<file path="src/rtl/title_pixel_compositor_pkg.sv">
// Shared types and constants for the title compositor: colour struct, pixel
// bundle carried down the pipeline, palette and fade FSM states.
package title_pkg;

    typedef struct packed {
        logic [7:0] r;
        logic [7:0] g;
        logic [7:0] b;
    } rgb_t;

    typedef struct packed {
        logic is_obj;
        rgb_t bg;
        logic blank;
        logic hs;
        logic vs;
    } pix_t;

    typedef enum logic [1:0] {
        ST_SHOW,
        ST_BRIGHTEN,
        ST_PLAY
    } fsm_state_e;

    localparam logic [3:0] TRANSPARENT_IDX = 4'd0;

    // Sync lines idle high, so the flushed pipeline shows no sync pulses
    localparam pix_t PIX_RST = '{is_obj: 1'b0, bg: '0, blank: 1'b0, hs: 1'b1, vs: 1'b1};

    localparam rgb_t PALETTE [16] = '{
        24'h000000, 24'hFFFFFF, 24'hFF0000, 24'h00FF00,
        24'h0000FF, 24'hFFD700, 24'hFF8C00, 24'h8A2BE2,
        24'h00CED1, 24'hDC143C, 24'h7FFF00, 24'h1E90FF,
        24'hC0C0C0, 24'h808080, 24'h402010, 24'hF5DEB3
    };

    function automatic rgb_t dim_rgb(input rgb_t c, input logic [2:0] sh);
        rgb_t o;
        o.r = c.r >> sh;
        o.g = c.g >> sh;
        o.b = c.b >> sh;
        return o;
    endfunction

endpackage

</file>
<file path="src/rtl/title_pixel_compositor_if.sv">
// Pixel/ROM bus between the overlay+background generators, title ROM and VGA DAC.
interface title_pixel_compositor_if #(
    parameter int unsigned ADDR_W = 18
);
    logic              Game_Start_On;
    logic              is_obj;
    logic [ADDR_W-1:0] Obj_address;
    logic [23:0]       Bg_rgb;
    logic              blank_in;
    logic              hs_in;
    logic              vs_in;
    logic [ADDR_W-1:0] rom_addr;
    logic [3:0]        rom_data;
    logic [7:0]        Red;
    logic [7:0]        Green;
    logic [7:0]        Blue;
    logic              blank_out;
    logic              hs_out;
    logic              vs_out;
    logic              Fade_Done;

    modport master (
        output Game_Start_On, is_obj, Obj_address, Bg_rgb, blank_in, hs_in, vs_in, rom_data,
        input  rom_addr, Red, Green, Blue, blank_out, hs_out, vs_out, Fade_Done
    );

    modport slave (
        input  Game_Start_On, is_obj, Obj_address, Bg_rgb, blank_in, hs_in, vs_in, rom_data,
        output rom_addr, Red, Green, Blue, blank_out, hs_out, vs_out, Fade_Done
    );
endinterface

</file>
<file path="src/rtl/title_pixel_compositor_sideband_delay.sv">
// Fixed-depth shift register with asynchronous reset to a per-bit value.
module sideband_delay #(
    parameter int unsigned       WIDTH   = 1,
    parameter int unsigned       DEPTH   = 1,
    parameter logic [WIDTH-1:0]  RST_VAL = '0
) (
    input  logic             clk,
    input  logic             rst_n,
    input  logic [WIDTH-1:0] d,
    output logic [WIDTH-1:0] q
);
    logic [WIDTH-1:0] stage_d [DEPTH];
    logic [WIDTH-1:0] stage_q [DEPTH];

    always_comb begin
        stage_d[0] = d;
        for (int unsigned i = 1; i < DEPTH; i++) begin
            stage_d[i] = stage_q[i-1];
        end
    end

    always_ff @(posedge clk or negedge rst_n) begin
        if (!rst_n) begin
            for (int unsigned i = 0; i < DEPTH; i++) begin
                stage_q[i] <= RST_VAL;
            end
        end else begin
            stage_q <= stage_d;
        end
    end

    assign q = stage_q[DEPTH-1];
endmodule

</file>
<file path="src/rtl/title_pixel_compositor.sv">
// Title overlay compositor: ROM fetch, palette lookup, background dim/fade,
// and sideband alignment over a ROM_LAT+2 pixel pipeline.
module title_pixel_compositor
    import title_pkg::*;
#(
    parameter int unsigned ROM_LAT = 2,
    parameter int unsigned ADDR_W  = 18,
    parameter int unsigned BG_DIM  = 2
) (
    input logic                     Clk,
    input logic                     Reset_n,
    title_pixel_compositor_if.slave bus
);
    localparam logic [2:0] DIM_INIT = 3'(BG_DIM);

    logic [ADDR_W-1:0] rom_addr_d, rom_addr_q;
    pix_t              pix_in, pix_dly;
    rgb_t              rgb_d, rgb_q;
    logic [2:0]        sync_d, sync_q;

    fsm_state_e        state_d, state_q;
    logic [2:0]        shift_d, shift_q;
    logic              fade_d, fade_q;
    logic              gso_prev_q, vs_prev_q;
    logic              gso_rise, gso_fall, vs_fall;

    // Stage A
    always_comb begin
        rom_addr_d = bus.is_obj ? bus.Obj_address : '0;
        pix_in     = '{is_obj: bus.is_obj, bg: bus.Bg_rgb,
                       blank: bus.blank_in, hs: bus.hs_in, vs: bus.vs_in};
    end

    always_ff @(posedge Clk or negedge Reset_n) begin
        if (!Reset_n) begin
            rom_addr_q <= '0;
        end else begin
            rom_addr_q <= rom_addr_d;
        end
    end

    // Stage A capture plus ROM_LAT stages, so pix_dly lines up with rom_data
    sideband_delay #(
        .WIDTH  ($bits(pix_t)),
        .DEPTH  (ROM_LAT + 1),
        .RST_VAL(PIX_RST)
    ) u_sideband_delay (
        .clk  (Clk),
        .rst_n(Reset_n),
        .d    (pix_in),
        .q    (pix_dly)
    );

    // Stage C
    always_comb begin
        rgb_d  = dim_rgb(pix_dly.bg, shift_q);
        if (pix_dly.is_obj && (bus.rom_data != TRANSPARENT_IDX)) begin
            rgb_d = PALETTE[bus.rom_data];
        end
        sync_d = {pix_dly.blank, pix_dly.hs, pix_dly.vs};
    end

    always_ff @(posedge Clk or negedge Reset_n) begin
        if (!Reset_n) begin
            rgb_q  <= '0;
            sync_q <= {PIX_RST.blank, PIX_RST.hs, PIX_RST.vs};
        end else begin
            rgb_q  <= rgb_d;
            sync_q <= sync_d;
        end
    end

    assign gso_rise = bus.Game_Start_On & ~gso_prev_q;
    assign gso_fall = ~bus.Game_Start_On & gso_prev_q;
    assign vs_fall  = vs_prev_q & ~bus.vs_in;

    // Mode change is resolved first; a coincident frame edge then acts on the new state
    always_comb begin
        state_d = state_q;
        shift_d = shift_q;
        fade_d  = fade_q;

        if (gso_rise) begin
            state_d = ST_SHOW;
            fade_d  = 1'b0;
        end else if (gso_fall && (state_q == ST_SHOW)) begin
            if (DIM_INIT == 3'd0) begin
                state_d = ST_PLAY;
                fade_d  = 1'b1;
            end else begin
                state_d = ST_BRIGHTEN;
            end
        end

        if (vs_fall) begin
            unique case (state_d)
                ST_SHOW: shift_d = DIM_INIT;
                ST_BRIGHTEN: begin
                    shift_d = (shift_q == 3'd0) ? 3'd0 : shift_q - 3'd1;
                    if (shift_d == 3'd0) begin
                        state_d = ST_PLAY;
                        fade_d  = 1'b1;
                    end
                end
                default: ;
            endcase
        end
    end

    always_ff @(posedge Clk or negedge Reset_n) begin
        if (!Reset_n) begin
            state_q    <= ST_SHOW;
            shift_q    <= DIM_INIT;
            fade_q     <= 1'b0;
            gso_prev_q <= 1'b0;
            vs_prev_q  <= 1'b1;
        end else begin
            state_q    <= state_d;
            shift_q    <= shift_d;
            fade_q     <= fade_d;
            gso_prev_q <= bus.Game_Start_On;
            vs_prev_q  <= bus.vs_in;
        end
    end

    assign bus.rom_addr  = rom_addr_q;
    assign bus.Red       = rgb_q.r;
    assign bus.Green     = rgb_q.g;
    assign bus.Blue      = rgb_q.b;
    assign bus.blank_out = sync_q[2];
    assign bus.hs_out    = sync_q[1];
    assign bus.vs_out    = sync_q[0];
    assign bus.Fade_Done = fade_q;
endmodule

</file>
<file path="src/flat_wrapper.sv">
// flat-port wrapper written by rule: the top's interface ports become plain ports
module title_pixel_compositor_flat import title_pkg::*;
#(
    parameter int unsigned ROM_LAT = 2,
    parameter int unsigned ADDR_W  = 18,
    parameter int unsigned BG_DIM  = 2
)
  (Clk, Reset_n, bus_Game_Start_On, bus_is_obj, bus_Obj_address, bus_Bg_rgb, bus_blank_in, bus_hs_in, bus_vs_in, bus_rom_data, bus_rom_addr, bus_Red, bus_Green, bus_Blue, bus_blank_out, bus_hs_out, bus_vs_out, bus_Fade_Done);
  title_pixel_compositor_if #(.ADDR_W(ADDR_W)) bus_i ();
  input logic Clk;
  input logic Reset_n;
  input wire logic [$bits(bus_i.Game_Start_On)-1:0] bus_Game_Start_On;
  input wire logic [$bits(bus_i.is_obj)-1:0] bus_is_obj;
  input wire logic [$bits(bus_i.Obj_address)-1:0] bus_Obj_address;
  input wire logic [$bits(bus_i.Bg_rgb)-1:0] bus_Bg_rgb;
  input wire logic [$bits(bus_i.blank_in)-1:0] bus_blank_in;
  input wire logic [$bits(bus_i.hs_in)-1:0] bus_hs_in;
  input wire logic [$bits(bus_i.vs_in)-1:0] bus_vs_in;
  input wire logic [$bits(bus_i.rom_data)-1:0] bus_rom_data;
  output wire logic [$bits(bus_i.rom_addr)-1:0] bus_rom_addr;
  output wire logic [$bits(bus_i.Red)-1:0] bus_Red;
  output wire logic [$bits(bus_i.Green)-1:0] bus_Green;
  output wire logic [$bits(bus_i.Blue)-1:0] bus_Blue;
  output wire logic [$bits(bus_i.blank_out)-1:0] bus_blank_out;
  output wire logic [$bits(bus_i.hs_out)-1:0] bus_hs_out;
  output wire logic [$bits(bus_i.vs_out)-1:0] bus_vs_out;
  output wire logic [$bits(bus_i.Fade_Done)-1:0] bus_Fade_Done;
  assign bus_i.Game_Start_On = bus_Game_Start_On;
  assign bus_i.is_obj = bus_is_obj;
  assign bus_i.Obj_address = bus_Obj_address;
  assign bus_i.Bg_rgb = bus_Bg_rgb;
  assign bus_i.blank_in = bus_blank_in;
  assign bus_i.hs_in = bus_hs_in;
  assign bus_i.vs_in = bus_vs_in;
  assign bus_i.rom_data = bus_rom_data;
  assign bus_rom_addr = bus_i.rom_addr;
  assign bus_Red = bus_i.Red;
  assign bus_Green = bus_i.Green;
  assign bus_Blue = bus_i.Blue;
  assign bus_blank_out = bus_i.blank_out;
  assign bus_hs_out = bus_i.hs_out;
  assign bus_vs_out = bus_i.vs_out;
  assign bus_Fade_Done = bus_i.Fade_Done;
  title_pixel_compositor #(.ROM_LAT(ROM_LAT), .ADDR_W(ADDR_W), .BG_DIM(BG_DIM)) u_core (.Clk(Clk), .Reset_n(Reset_n), .bus(bus_i));
endmodule
</file>
<file path="config.mk">
export PLATFORM = sky130hd
export DESIGN_NAME = title_pixel_compositor_flat
export DESIGN_NICKNAME = d
export VERILOG_FILES = /design/src/rtl/title_pixel_compositor_pkg.sv /design/src/rtl/title_pixel_compositor_if.sv /design/src/rtl/title_pixel_compositor_sideband_delay.sv /design/src/rtl/title_pixel_compositor.sv /design/src/flat_wrapper.sv
export SDC_FILE = /design/constraint.sdc
export NUM_CORES = 1
export LEC_CHECK = 0
export CORE_AREA = 2 2 123 95
export CTS_CLUSTER_SIZE = 24
export DETAILED_ROUTE_END_ITERATION = 10
export DIE_AREA = 0 0 125 97
export PLACE_DENSITY = 0.8
export SLEW_MARGIN = 10
export SYNTH_ARGS = -nofsm -noshare
export SYNTH_HDL_FRONTEND = slang
export SYNTH_HIERARCHICAL = 1
export SYNTH_SLANG_ARGS = --single-unit
</file>
<file path="constraint.sdc">
create_clock -name Clk -period 4.5 [get_ports Clk]
set_input_delay 0.675 -clock Clk [delete_from_list [all_inputs] [get_ports Clk]]
set_output_delay 0.675 -clock Clk [all_outputs]
set_load 0.005 [all_outputs]
</file>
# Word-level counts from Yosys, hierarchy flattened
# Memory sizes are Yosys's and may differ from the RTL's.
# Index checks and enable logic that the tools add are counted.
# W data, S select, Z words.
[totals]
regBits = 137
mem_bits_ro = 384
input_bits = 53
output_inout_bits = 46
wordCells = 51
n_memories = 1
[mem_list]
columns = ["name", "words", "width", "read_ports", "rd_clocked_by_memory_dff", "write_ports", "line_no", "text"]
rows = [
  ["(no name shown)", 16, 24, 1, 0, 0, "title_pixel_compositor.sv:58", "rgb_d = PALETTE[bus.rom_data];"],
]
[op_classes]
n_addsub = 1
n_lt_le_gt_ge = 1
n_eq_ne = 1
shift = 3
mux = 15
bitwise = 7
n_reduce_logical = 9
[op_table]
columns = ["cell", "n"]
rows = [
  ["$mux W24", 3],
  ["$shr A8 B3 Y8", 3],
  ["$mux W18", 1],
  ["$mux W2", 5],
  ["$logic_not A3 Y1", 2],
  ["$pmux W3 S2", 1],
  ["$ge A5 B5 Y1 const B", 1],
  ["$not A4 Y5", 1],
  ["$logic_not A2 Y1", 2],
  ["$mux W1", 4],
  ["$reduce_bool A4 Y1", 1],
  ["$and A1 B1 Y1", 3],
  ["$mux W3", 1],
  ["$not A1 Y1", 3],
  ["$sub A3 B1 Y3 const B", 1],
  ["$eq A2 B1 Y1 const B", 1],
  ["$logic_and A1 B1 Y1", 2],
  ["$reduce_and A2 Y1", 1],
  ["$reduce_bool A2 Y1", 1],
]

# Longest topological paths before layout
[depth]
ltp_word = 8
depth_mapped = 8
ltp_nobuf = 6

# Modules after synthesis
# The synthesis kept the hierarchy.
[by_module_without_submodules]
columns = ["mod", "instances", "cells_per_inst", "area_per_inst_um2"]
rows = [
  ["title_pixel_compositor", 1, 298, 3049.2],
  ["sideband_delay", 1, 84, 2109.5],
]

# Least setup slack after synthesis
# Ideal clock, no wire load.
[synth_path]
path_type = "input to register"
start = "input bus_rom_data[0]"
end = "register u_core.rgb_q (netlist bit u_core/bus.Blue[6])"
arrival_time_ns = 2.040
required_time_ns = 4.362
slack_ns = 2.322
stages = 8
path_buffers = 2
path_cell_list = "inv_1 > ha_1 > or3b_4 > and2_4 > buf_6 > buf_6 > o211ai_1 > o41ai_2"
[synth_lines]
columns = ["element", "line_no", "text"]
rows = [
  ["start: declaration", "flat_wrapper.sv:19", "input wire logic [$bits(bus_i.rom_data)-1:0] bus_rom_data;"],
  ["end signal: assignment", "title_pixel_compositor.sv:68", "rgb_q <= rgb_d;"],
  ["end: declaration", "title_pixel_compositor.sv:18", "rgb_t rgb_d, rgb_q;"],
]

==> flow_summary.toml <==
[outcome]
status = "finished clean"

[global_route]
grt.overflow.total = 0
grt_antenna_before_repair = 0
grt_use_total = 0.180
grt_pass1_vias = 3376
grt_max_degree = 102
grt_pass1_wl_um = 17000

[worst_setup_path]
cp_common_cell = "nand2_1"
critPathBufInv = 2
cpPeakStageDelay_ps = 580
crit_type = "input port to flip-flop"
cp_slowest_cell = "clkdlybuf4s50_1"
crit_path_cell_trace = "clkdlybuf4s50_1 > inv_1 > ha_1 > or3b_4 > nand2_1 > nand2_1 > o211ai_1"
start_kind = "input port"
crit_path_max_fanout = 23
arrival_ps = 3240
crit_path_end_kind = "flip-flop"
required_ps = 4810
crit_family = "simple AND/OR/NAND/NOR gates"

[drt]
finalWirelength_um = 10400
drtAntennaViolNets = 0
drtPass1Iterations = 4
drcViolationCount = 0
num_vias = 3245
via_per_inst = 5.11
wl_per_cell_um = 16.4
dr.first_iter.drc_count = 216

[floorplanning]
die_width_um = 125
fp-row-count = 33
fp.dieH_um = 97
core_region_area_um2 = 10800
io_pins = 99
die_area_um2 = 12100
initial_core_util = 0.477

[timing]
final.period_utilization = 0.652
rsz0062_at_grt = "false"
maxSlewViolCount = 0
min_period_ps = 2940
skew_ps = 4.45
finalSetupViolations = 0
finalSetupTns_ps = 0
hold_violations = 0
worstMarginPinSlew_ps = 853
slew_headroom = 0.431
fmax_ghz = 0.341

[yosys]
synth-edff-count = 0
synth_top_area_share = 0.616
synth_ff_type = "dfrtp_1"
synthAdderAreaFrac = 0.0262
synth_area_leaders = "dfrtp_1, dfstp_2, mux2i_1"
ys_ff_latch = 137
synth-simple-area-share = 0.103
yosysWarnings = 6
muxShareOfSynthArea = 0.0718
synthArstFlopShare = 1.00
synthesis.area_um2 = 5160
synthTopCellsByCount = "dfrtp_1, nand2_1, and2_1, mux2i_1"
netlist_instances = 382
yosysUniqueCellTypes = 49
synth_top_family_by_area = "compound AO/OA/AOI/OAI gates"
syn_nets = 445
synth_compound_area_frac = 0.104
yosysMostFrequentCell = "dfrtp_1"
synth_xor_area_frac = 0.00170
yosysSeqAreaShare = 0.667
syn_avg_cell_area_um2 = 13.5
yosys.area.top_type = "dfrtp_1"

[clock_tree]
ctsResizeCount = 0
ctsHoldBuffers = 0
clk_latency_ps = 400
h-tree-depth = 4
path_clk_slew_ps = 60
postCtsSetupBuffers = 0
cts_sinks = 137
max-clock-path-buffers = 2
numCtsBuffers = 17
cts_tree = "built"
clock_tree.root_cell = "clkbuf_16"

[finish]
drive_gt1_frac = 0.137
layout.nets = 545
fillers = 809
syn_to_final_growth_pct = 32.5
antenna_cells = 0

[placement]
io_buffers = 98
gp_congestion = 0.820
dp_hpwl_um = 7220

[hold_path]
worst_hold_path_type = "flip-flop to flip-flop"

[power_and_ir_drop]
power.density_nw_per_um2 = 510
leakage_uw = 0.00297
vdd_drop_max_mv = 0.288
power_uw = 3480

[flow_run]
max-cap-violations = 0
-- flip-flops by register name, summed over array words and instances, names as in the netlist, 2 cells and up --
signal                           cells
u_core/shift_q                       3
u_core/sync_q                        3
u_core/state_q                       2
u_core/u_sideband_delay/stage_d     56
u_core/bus.rom_addr                 18
u_core/u_sideband_delay/q           28
u_core/bus.Red                       8
u_core/bus.Blue                      8
u_core/bus.Green                     8
-- stage by stage --
step | instance area, µm² | hold WS [ps] | std cells | worst slack (ps) | util
2_1_floorplan | 5160 | 331 | 382 | 2320 | -
3_3_place_gp | 6240 | 332 | 603 | 1420 | 0.577
3_5_place_dp | 6240 | 335 | 603 | 1260 | 0.577
4_1_cts | 6840 | 346 | 635 | 1670 | 0.632
5_1_grt | 6840 | 352 | 635 | 1420 | 0.632
6_report | 6840 | 345 | 635 | 1560 | 0.632
-- final timing paths --
kind                                            endpoint  slack [ps]                           startpoint  cells after the start
setup / recovery                      u_core/bus.Blue[1]        1560                      bus_rom_data[0]                      7
hold / removal             u_core/u_sideband_delay/q[13]         350  u_core/u_sideband_delay/stage_d[13]                      0
setup reg to reg                       u_core/state_q[1]        2190                    u_core/shift_q[2]                      5
hold reg to reg            u_core/u_sideband_delay/q[13]         350  u_core/u_sideband_delay/stage_d[13]                      0
max in group asynchronous               u_core/vs_prev_q        3130                              Reset_n                      2
min in group asynchronous  u_core/u_sideband_delay/q[21]         380                              Reset_n                      1
-- worst reg2reg max path: cells and delay by family, from the launching register on --
family / cells / cell delay (ps)
buffers and inverters: 1 / 550
AOI/OAI and AO/OA: 2 / 340
DFF: 1 / 850
and+or+nand+nor: 1 / 80
adders and majority gates: 1 / 370
-- routing by layer --
layer / vias up / global-route usage / routed length (µm)
li1: 1535 / - / -
met1: 1594 / 0.244 / 4670
met2: 106 / 0.278 / 4920
met3: 10 / 0.0575 / 715
met4: 0 / 0.0598 / 93
met5: - / 0 / 0
-- report_power, final --
group          total, µW  internal [µW]  switching (µW)
clock               1370            852             513
combinational        639            366             273
sequential          1480           1360             120
-- layout by cell type (no fill, tap or decap), types with 4 or more instances in the layout --
| cell type | instances |
|---|---|
| dfrtp_1 | 127 |
| clkdlybuf4s50_1 | 97 |
| nand2_1 | 23 |
| and2_1 | 20 |
| mux2i_1 | 19 |
| clkbuf_16 | 17 |
| nor2_1 | 15 |
| o21ai_0 | 15 |
| a21oi_1 | 14 |
| nand2b_1 | 11 |
| nand3_1 | 11 |
| ha_1 | 10 |
| dfstp_2 | 10 |
| o211ai_1 | 8 |
| inv_1 | 7 |
| a31oi_1 | 7 |
| mux4_2 | 7 |
| nand3b_1 | 6 |
| o22ai_1 | 5 |
| nor3_1 | 5 |
| a211oi_1 | 5 |
| a22o_1 | 5 |
| buf_4 | 4 |
-- area by class of cell --
type / count / area [µm²] / share of cell area
flip-flops and latches: 137 / 3440 / 0.503
multi-input cells: 216 / 1580 / 0.231
repair buffers: 102 / 1010 / 0.148
clock buffers: 20 / 457 / 0.0668
well taps: 140 / 175 / 0.0256
clock inverters: 12 / 140 / 0.0205
inverters: 8 / 30.0 / 0.00439
-- kinds of logic (layout without fill, tap and decap cells) --
group / after synthesis / count (layout)
flops: 137 / 137
simple gates: 100 / 100
compound gates: 76 / 76
buf+inv: 29 / 142
mux: 28 / 28
fa+ha+maj: 11 / 11
xor+xnor: 1 / 1
Note: power is estimated with default switching activity, not from simulation.
